## src/rtl/subc_ctl_bank_pkg.sv

```systemverilog
// Shared definitions for the sub-channel controller bank: lane FSM encoding
// and default sizing.
package subc_ctl_bank_pkg;

  localparam int SUBCH_DEF  = 4;
  localparam int LEN_W_DEF  = 6;
  localparam int MAXLEN_DEF = 32;

  typedef enum logic [1:0] {
    ST_IDLE = 2'd0,
    ST_XFER = 2'd1,
    ST_DROP = 2'd2,
    ST_REL  = 2'd3
  } subc_state_e;

endpackage

```

## src/rtl/subc_ctl_bank_fsm.sv

```systemverilog
// Single sub-channel controller: tracks one frame from grant to eof and
// decides when the last input-buffer stage is popped.
//
// state | meaning
// IDLE  | no frame in progress, waiting for grant or router error
// XFER  | granted; pop only when the output port accepts
// DROP  | misrouted or over-long frame; pop every valid flit locally
// REL   | frame done; hold rt_rst until the grant is withdrawn
module subc_fsm
  import subc_ctl_bank_pkg::*;
#(
  parameter int LEN_W  = LEN_W_DEF,
  parameter int MAXLEN = MAXLEN_DEF
) (
  input  logic clk,
  input  logic rst,
  input  logic vld,
  input  logic eof,
  input  logic rt_ra,
  input  logic rt_err,
  input  logic ai2cb,
  output logic nack,
  output logic rt_rst,
  output logic busy,
  output logic ovf
);

  localparam logic [LEN_W-1:0] CNT_LAST = LEN_W'(MAXLEN - 1);
  localparam logic [LEN_W-1:0] CNT_SAT  = '1;
  localparam logic [LEN_W-1:0] CNT_ONE  = LEN_W'(1);

  subc_state_e      state_q, state_d;
  logic [LEN_W-1:0] cnt_q, cnt_d;
  logic             ovf_d;

  always_comb begin
    state_d = state_q;
    cnt_d   = cnt_q;
    ovf_d   = 1'b0;
    nack    = 1'b0;
    case (state_q)
      ST_IDLE: begin
        if (rt_err)     state_d = ST_DROP;
        else if (rt_ra) state_d = ST_XFER;
      end
      ST_XFER: begin
        nack = vld & ai2cb;
        if (nack) begin
          cnt_d = cnt_q + CNT_ONE;
          if (eof) begin
            state_d = ST_REL;
          end else if (cnt_q == CNT_LAST) begin
            state_d = ST_DROP;
            ovf_d   = 1'b1;
          end
        end
      end
      ST_DROP: begin
        nack = vld;
        if (nack) begin
          // Dropping has no length limit; saturate rather than wrap.
          if (cnt_q != CNT_SAT) cnt_d = cnt_q + CNT_ONE;
          if (eof) state_d = ST_REL;
        end
      end
      ST_REL: begin
        if (!rt_ra) state_d = ST_IDLE;
      end
      default: state_d = ST_IDLE;
    endcase
    if (state_d == ST_IDLE) cnt_d = '0;
    if (rst) nack = 1'b0;
  end

  always_ff @(posedge clk) begin
    if (rst) begin
      state_q <= ST_IDLE;
      cnt_q   <= '0;
      rt_rst  <= 1'b0;
      busy    <= 1'b0;
      ovf     <= 1'b0;
    end else begin
      state_q <= state_d;
      cnt_q   <= cnt_d;
      rt_rst  <= (state_d == ST_REL);
      busy    <= (state_d != ST_IDLE);
      ovf     <= ovf_d;
    end
  end

endmodule

```

## src/rtl/subc_ctl_bank.sv

```systemverilog
// Bank of independent sub-channel controllers for one router input port;
// the top level only slices the per-lane vectors.
module subc_ctl_bank
  import subc_ctl_bank_pkg::*;
#(
  parameter int SUBCH  = SUBCH_DEF,
  parameter int LEN_W  = LEN_W_DEF,
  parameter int MAXLEN = MAXLEN_DEF
) (
  input  logic             clk,
  input  logic             rst,
  input  logic [SUBCH-1:0] vld,
  input  logic [SUBCH-1:0] eof,
  input  logic [SUBCH-1:0] rt_ra,
  input  logic [SUBCH-1:0] rt_err,
  input  logic [SUBCH-1:0] ai2cb,
  output logic [SUBCH-1:0] nack,
  output logic [SUBCH-1:0] rt_rst,
  output logic [SUBCH-1:0] busy,
  output logic [SUBCH-1:0] ovf
);

  for (genvar g = 0; g < SUBCH; g++) begin : g_lane
    subc_fsm #(
      .LEN_W (LEN_W),
      .MAXLEN(MAXLEN)
    ) u_fsm (
      .clk   (clk),
      .rst   (rst),
      .vld   (vld[g]),
      .eof   (eof[g]),
      .rt_ra (rt_ra[g]),
      .rt_err(rt_err[g]),
      .ai2cb (ai2cb[g]),
      .nack  (nack[g]),
      .rt_rst(rt_rst[g]),
      .busy  (busy[g]),
      .ovf   (ovf[g])
    );
  end

endmodule

```

## config.mk

```make
export PLATFORM = sky130hd
export DESIGN_NAME = subc_ctl_bank
export DESIGN_NICKNAME = d
export VERILOG_FILES = /design/src/rtl/subc_ctl_bank_pkg.sv /design/src/rtl/subc_ctl_bank_fsm.sv /design/src/rtl/subc_ctl_bank.sv
export SDC_FILE = /design/constraint.sdc
export NUM_CORES = 1
export LEC_CHECK = 0
export ABC_AREA = 1
export CORE_MARGIN = 2
export CORE_UTILIZATION = 45
export CTS_BUF_LIST = sky130_fd_sc_hd__clkbuf_4
export CTS_CLUSTER_SIZE = 16
export DETAILED_ROUTE_END_ITERATION = 8
export PLACE_DENSITY = 0.67
export SLEW_MARGIN = 0
export SYNTH_ARGS = -nofsm -noshare
export SYNTH_HDL_FRONTEND = slang
export SYNTH_HIERARCHICAL = 1
export SYNTH_SLANG_ARGS = --single-unit
```

## constraint.sdc

```tcl
create_clock -name clk -period 4.4 [get_ports clk]
set_clock_uncertainty 0.2 [all_clocks]
set_input_delay 0.88 -clock clk [delete_from_list [all_inputs] [get_ports clk]]
set_output_delay 0.88 -clock clk [all_outputs]
set_load 0.005 [all_outputs]
```

Word-level counts from Yosys, hierarchy flattened
Cells that the tools add are included.
{"block": "word_totals", "elab_cells": 164, "input_bits": 22, "regBits": 44}
{"block": "classes", "n_eq_ne": 36, "n_reduce_logical": 28, "addsub": 4, "muxes": 64, "bitwise_logic": 12}
{"operator": "$mux 6", "count": 12}
{"operator": "$mux 2", "count": 32}
{"operator": "$pmux 6 s2", "count": 4}
{"operator": "$pmux 2 s4", "count": 4}
{"operator": "$add 6x1->6 const B", "count": 4}
{"operator": "$eq 2x2->1 const B", "count": 12}
{"operator": "$eq 6x5->1 const B", "count": 4}
{"operator": "$ne 6x6->1 const B", "count": 4}
{"operator": "$logic_not 2->1", "count": 8}
{"operator": "$ne 2x1->1 const B", "count": 8}
{"operator": "$reduce_and 4->1", "count": 4}
{"operator": "$reduce_bool 2->1", "count": 8}
{"operator": "$reduce_or 4->1", "count": 4}
{"operator": "$eq 2x1->1 const B", "count": 4}
{"operator": "$mux 1", "count": 8}
{"operator": "$ne 2x2->1 const B", "count": 4}
{"operator": "$not 1->1", "count": 8}
{"operator": "$pmux 1 s2", "count": 4}
{"operator": "$reduce_or 2->1", "count": 4}
{"operator": "$and 1x1->1", "count": 4}

Depth between registers and ports, before layout
{"block": "logic_depth", "ltp_word": 7, "mapped_depth": 12, "ltp_nobuf": 12}

By module
Netlist, hierarchy kept.
{"module": "subc_fsm at g_lane[0].u_fsm ...", "area_each_um2": 704.4, "cells_per_inst": 106, "seq_area_each_um2": 220.2, "n_inst": 3}
{"module": "subc_fsm at g_lane[3].u_fsm", "area_each_um2": 832.0, "cells_per_inst": 111, "seq_area_each_um2": 220.2, "n_inst": 1}

Worst setup path before layout
OpenSTA, ideal clock, no wires.
{"block": "synth_path", "kind": "input to output", "start": "input rst", "end": "output nack[3]", "arrival_ns": 1.219, "required_ns": 3.320, "path_stages": 3, "setup_slack_ns": 2.101, "cell_sequence": "inv_1 nand2_1 a21oi_1"}
{"block": "synth_between", "elab_chain_len": 1}
{"item": "start: declaration", "line_no": "subc_ctl_bank.sv:11", "text": "input logic rst,"}
{"item": "$mux 1", "line_no": "subc_ctl_bank_fsm.sv:72", "text": "if (rst) nack = 1'b0;"}
{"item": "end: declaration", "line_no": "subc_ctl_bank.sv:17", "text": "output logic [SUBCH-1:0] nack,"}
No other way between the ends.

Final worst setup path
Same ends and word-level chain as after synthesis.

==> flow_summary_export.csv <==
group,metric,value,unit
worst_setup_path,crit_path_max_fanout,9,
floorplanning,coreArea,6350,um^2
layout,nFillCells,613,
worst_setup_path,crit_chain,"clkdlybuf4s50_1 > inv_1 > nand2_1 > a21oi_1 > clkdlybuf4s50_1",
placed_design,place_congestion,0.8449,
timing,final.setup.tns,0,ns
floorplanning,initial_core_util,46.38,%
timing,finalMaxSlewViolations,0,
clocking,max-clock-path-buffers,2,
logic_synthesis,synthCells,429,
clocking,clock_sinks,44,
drt,vias,2602,
logic_synthesis,synth_nets,471,
logic_synthesis,yosys.area_share.adder,8.496,%
drt,antenna_left,0,
pwr,power.leakage,1.509,nW
timing,finalCritPeriodShare,82.69,%
timing,slew_headroom,67.60,%
layout,final_cell_mix,"nand2_1, inv_1, dfxtp_1",
timing,rsz0062_at_grt,"no",
worst_setup_path,critPathMaxStageDelay,0.65,ns
worst_setup_path,path_buf_inv,3,
clocking,root_buffer,"clkbuf_4",
logic_synthesis,netlist_area,2945,um^2
grt,grt_pass1_wl,10260,um
layout,final_common_cell,"nand2_1",
placed_design,placed_area,3427,um^2
layout,drive_gt1_share,11.76,%
flow_run,cap_violations,0,
clocking,path_clk_slew,0.12,ns
logic_synthesis,synth_area_leaders,"dfxtp_1, nand2_1, inv_1",
logic_synthesis,synth-simple-area-share,33.64,%
drt,drtIter0Drc,72,
worst_setup_path,crit_family,"buffers and inverters",
clocking,post-cts-setup-buffers,0,
clocking,h-tree-depth,2,
logic_synthesis,ys_seq_elements,44,
drt,wl_per_cell,10.38,um
worst_setup_path,crit_arrival,2.56,ns
clocking,cts_tree,"done",
clocking,numCtsBuffers,5,
worst_setup_path,end_kind,"output pin",
worst_setup_path,required,3.32,ns
timing,worst_slew_pin_slew,0.4845,ns
grt,track_usage,17.15,%
timing,fin_crit,3.638,ns
layout,synthToLayoutAreaGrowth,19.07,%
timing,max_freq,0.2749,GHz
logic_synthesis,yosysTopAreaCellShare,29.91,%
grt,overflow,0,
hold_path,hp-class,"reg -> reg",
timing,final-setup-viol-count,0,
layout,final_cell_area,3507,um^2
logic_synthesis,synth_top_area_cell,"dfxtp_1",
floorplanning,die_area,7208,um^2
floorplanning,io_pins,38,
grt,antenna_found_initial,0,
timing,hold_slack,0.3417,ns
floorplanning,floorplan.die.height,84.90,um
placed_design,dp_hpwl,4337,um
logic_synthesis,ys_seq_area_share,29.91,%
drt,via_per_inst,4.705,
logic_synthesis,synth_top_family_by_area,"simple AND/OR/NAND/NOR gates",
worst_setup_path,crit_top_cell,"clkdlybuf4s50_1",
logic_synthesis,yosys.area_share.xor_xnor,5.650,%
logic_synthesis,synth.distinct_cells,26,
timing,finalHoldViolCount,0,
pwr,cellPowerDensity,258.9,nW/um^2
floorplanning,fp.dieW,84.90,um
worst_setup_path,start_kind,"input port",
grt,grt_pass1_vias,2412,
layout,antenna_cells,0,
drt,drc,0,
clocking,cts_hold_buf,0,
logic_synthesis,ys_warn_count,6,
grt,grt_max_degree,15,
clocking,clk_latency,0.36,ns
drt,first_pass_iters,4,
clocking,cts_resized,0,
worst_setup_path,slowest_stage,"clkdlybuf4s50_1",
layout,fin_nets,517,
worst_setup_path,path_class,"in -> out",
logic_synthesis,synth_compound_area_share,11.85,%
logic_synthesis,syn_area_per_cell,6.866,um^2
pwr,ir_worst_vdd,0.0002517,V
logic_synthesis,synth_mux_area_share,0,%
floorplanning,fp-row-count,29,
placed_design,portBuffers,37,
drt,routed_wl,5740,um
status,status,"finished clean",
[cells in the mapped netlist]
library cell / instances
a21boi_0: 3
a21oi_1: 5
a21oi_2: 10
a21oi_4: 1
clkinv_1: 1
dfxtp_1: 44
ha_1: 20
inv_1: 75
inv_2: 6
nand2_1: 107
nand2_2: 7
nand2_4: 5
nand2_8: 2
nand3_1: 16
nand3_2: 9
nand3b_4: 1
nand4_1: 1
nor2_1: 42
nor2_2: 4
nor3_1: 9
nor4_1: 4
o21ai_0: 22
o21ai_1: 14
o21ai_2: 2
xnor2_1: 5
xor2_1: 14
[logic make-up after synthesis]
logic type                 after synthesis
DFF                                     44
buffers and inverters                   82
and+or+nand+nor                        207
xor gates and xnor gates                19
adders and majority gates               20
AOI/OAI and AO/OA                       57
[layout make-up]
cell class / instances / area, um^2 / area share (%)
inverter: 82 / 307.8 / 8.776
sequential: 44 / 880.8 / 25.12
clock buffer: 5 / 37.54 / 1.070
clock inverter: 3 / 42.54 / 1.213
timing repair buffer: 39 / 385.4 / 10.99
tap: 77 / 96.34 / 2.747
multi-input combinational: 303 / 1757 / 50.09
[stage by stage]
step | util, % | instances | total power [W] | setup slack, ns
floorplan | - | 429 | 0.0005833 | 2.101
global placement | 53.97 | 545 | 0.0006561 | 0.7549
detailed placement | 53.97 | 545 | 0.0006588 | 0.6924
CTS | 55.23 | 553 | 0.0009236 | 0.6992
global route | 55.23 | 553 | 0.0009719 | 0.6199
finish | 55.23 | 553 | 0.0009080 | 0.7618
[metal layers]
metal  vias to the layer above  GRT usage (%)  routed length, um
met5                         -              0                  0
li1                       1418              -                  -
met2                        36          28.99               2685
met1                      1141          21.60               2784
met4                         0          5.916                 68
met3                         7          3.794                203
[worst reg2reg max path: cells and delay by family, from the launching register on]
kind / cells / cell delay [ns]
DFF: 1 / 0.45
and+or+nand+nor: 4 / 0.39
AOI/OAI and AO/OA: 3 / 0.38
adders and majority gates: 1 / 0.25
buffers and inverters: 2 / 0.20
[final timing paths]
kind / from / end / slack [ns] / cells after the start
max: rst / nack[3] / 0.76 / 5
min: g_lane[1].u_fsm/cnt_q[5] / g_lane[1].u_fsm/ovf / 0.34 / 3
max reg2reg: g_lane[1].u_fsm/state_q[0] / g_lane[1].u_fsm/cnt_q[1] / 2.45 / 10
min reg2reg: g_lane[1].u_fsm/cnt_q[5] / g_lane[1].u_fsm/ovf / 0.34 / 3
[sequential cells by signal, indices dropped and copies added, names as in the netlist]
name / flops
g_lane.u_fsm/cnt_q: 24
g_lane.u_fsm/rt_rst: 4
g_lane.u_fsm/state_q: 8
g_lane.u_fsm/ovf: 4
g_lane.u_fsm/busy: 4
[power breakdown]
part	internal, W	switching [W]	leakage, nW	total [W]
Sequential	0.000416	0.0000156	0.358	0.000432
Combinational	0.0000878	0.000131	1.11	0.000218
Clock	0.000119	0.000139	0.0428	0.000258
Total	0.000623	0.000285	1.51	0.000908
No activity file was read; power rests on OpenSTA's default activity.
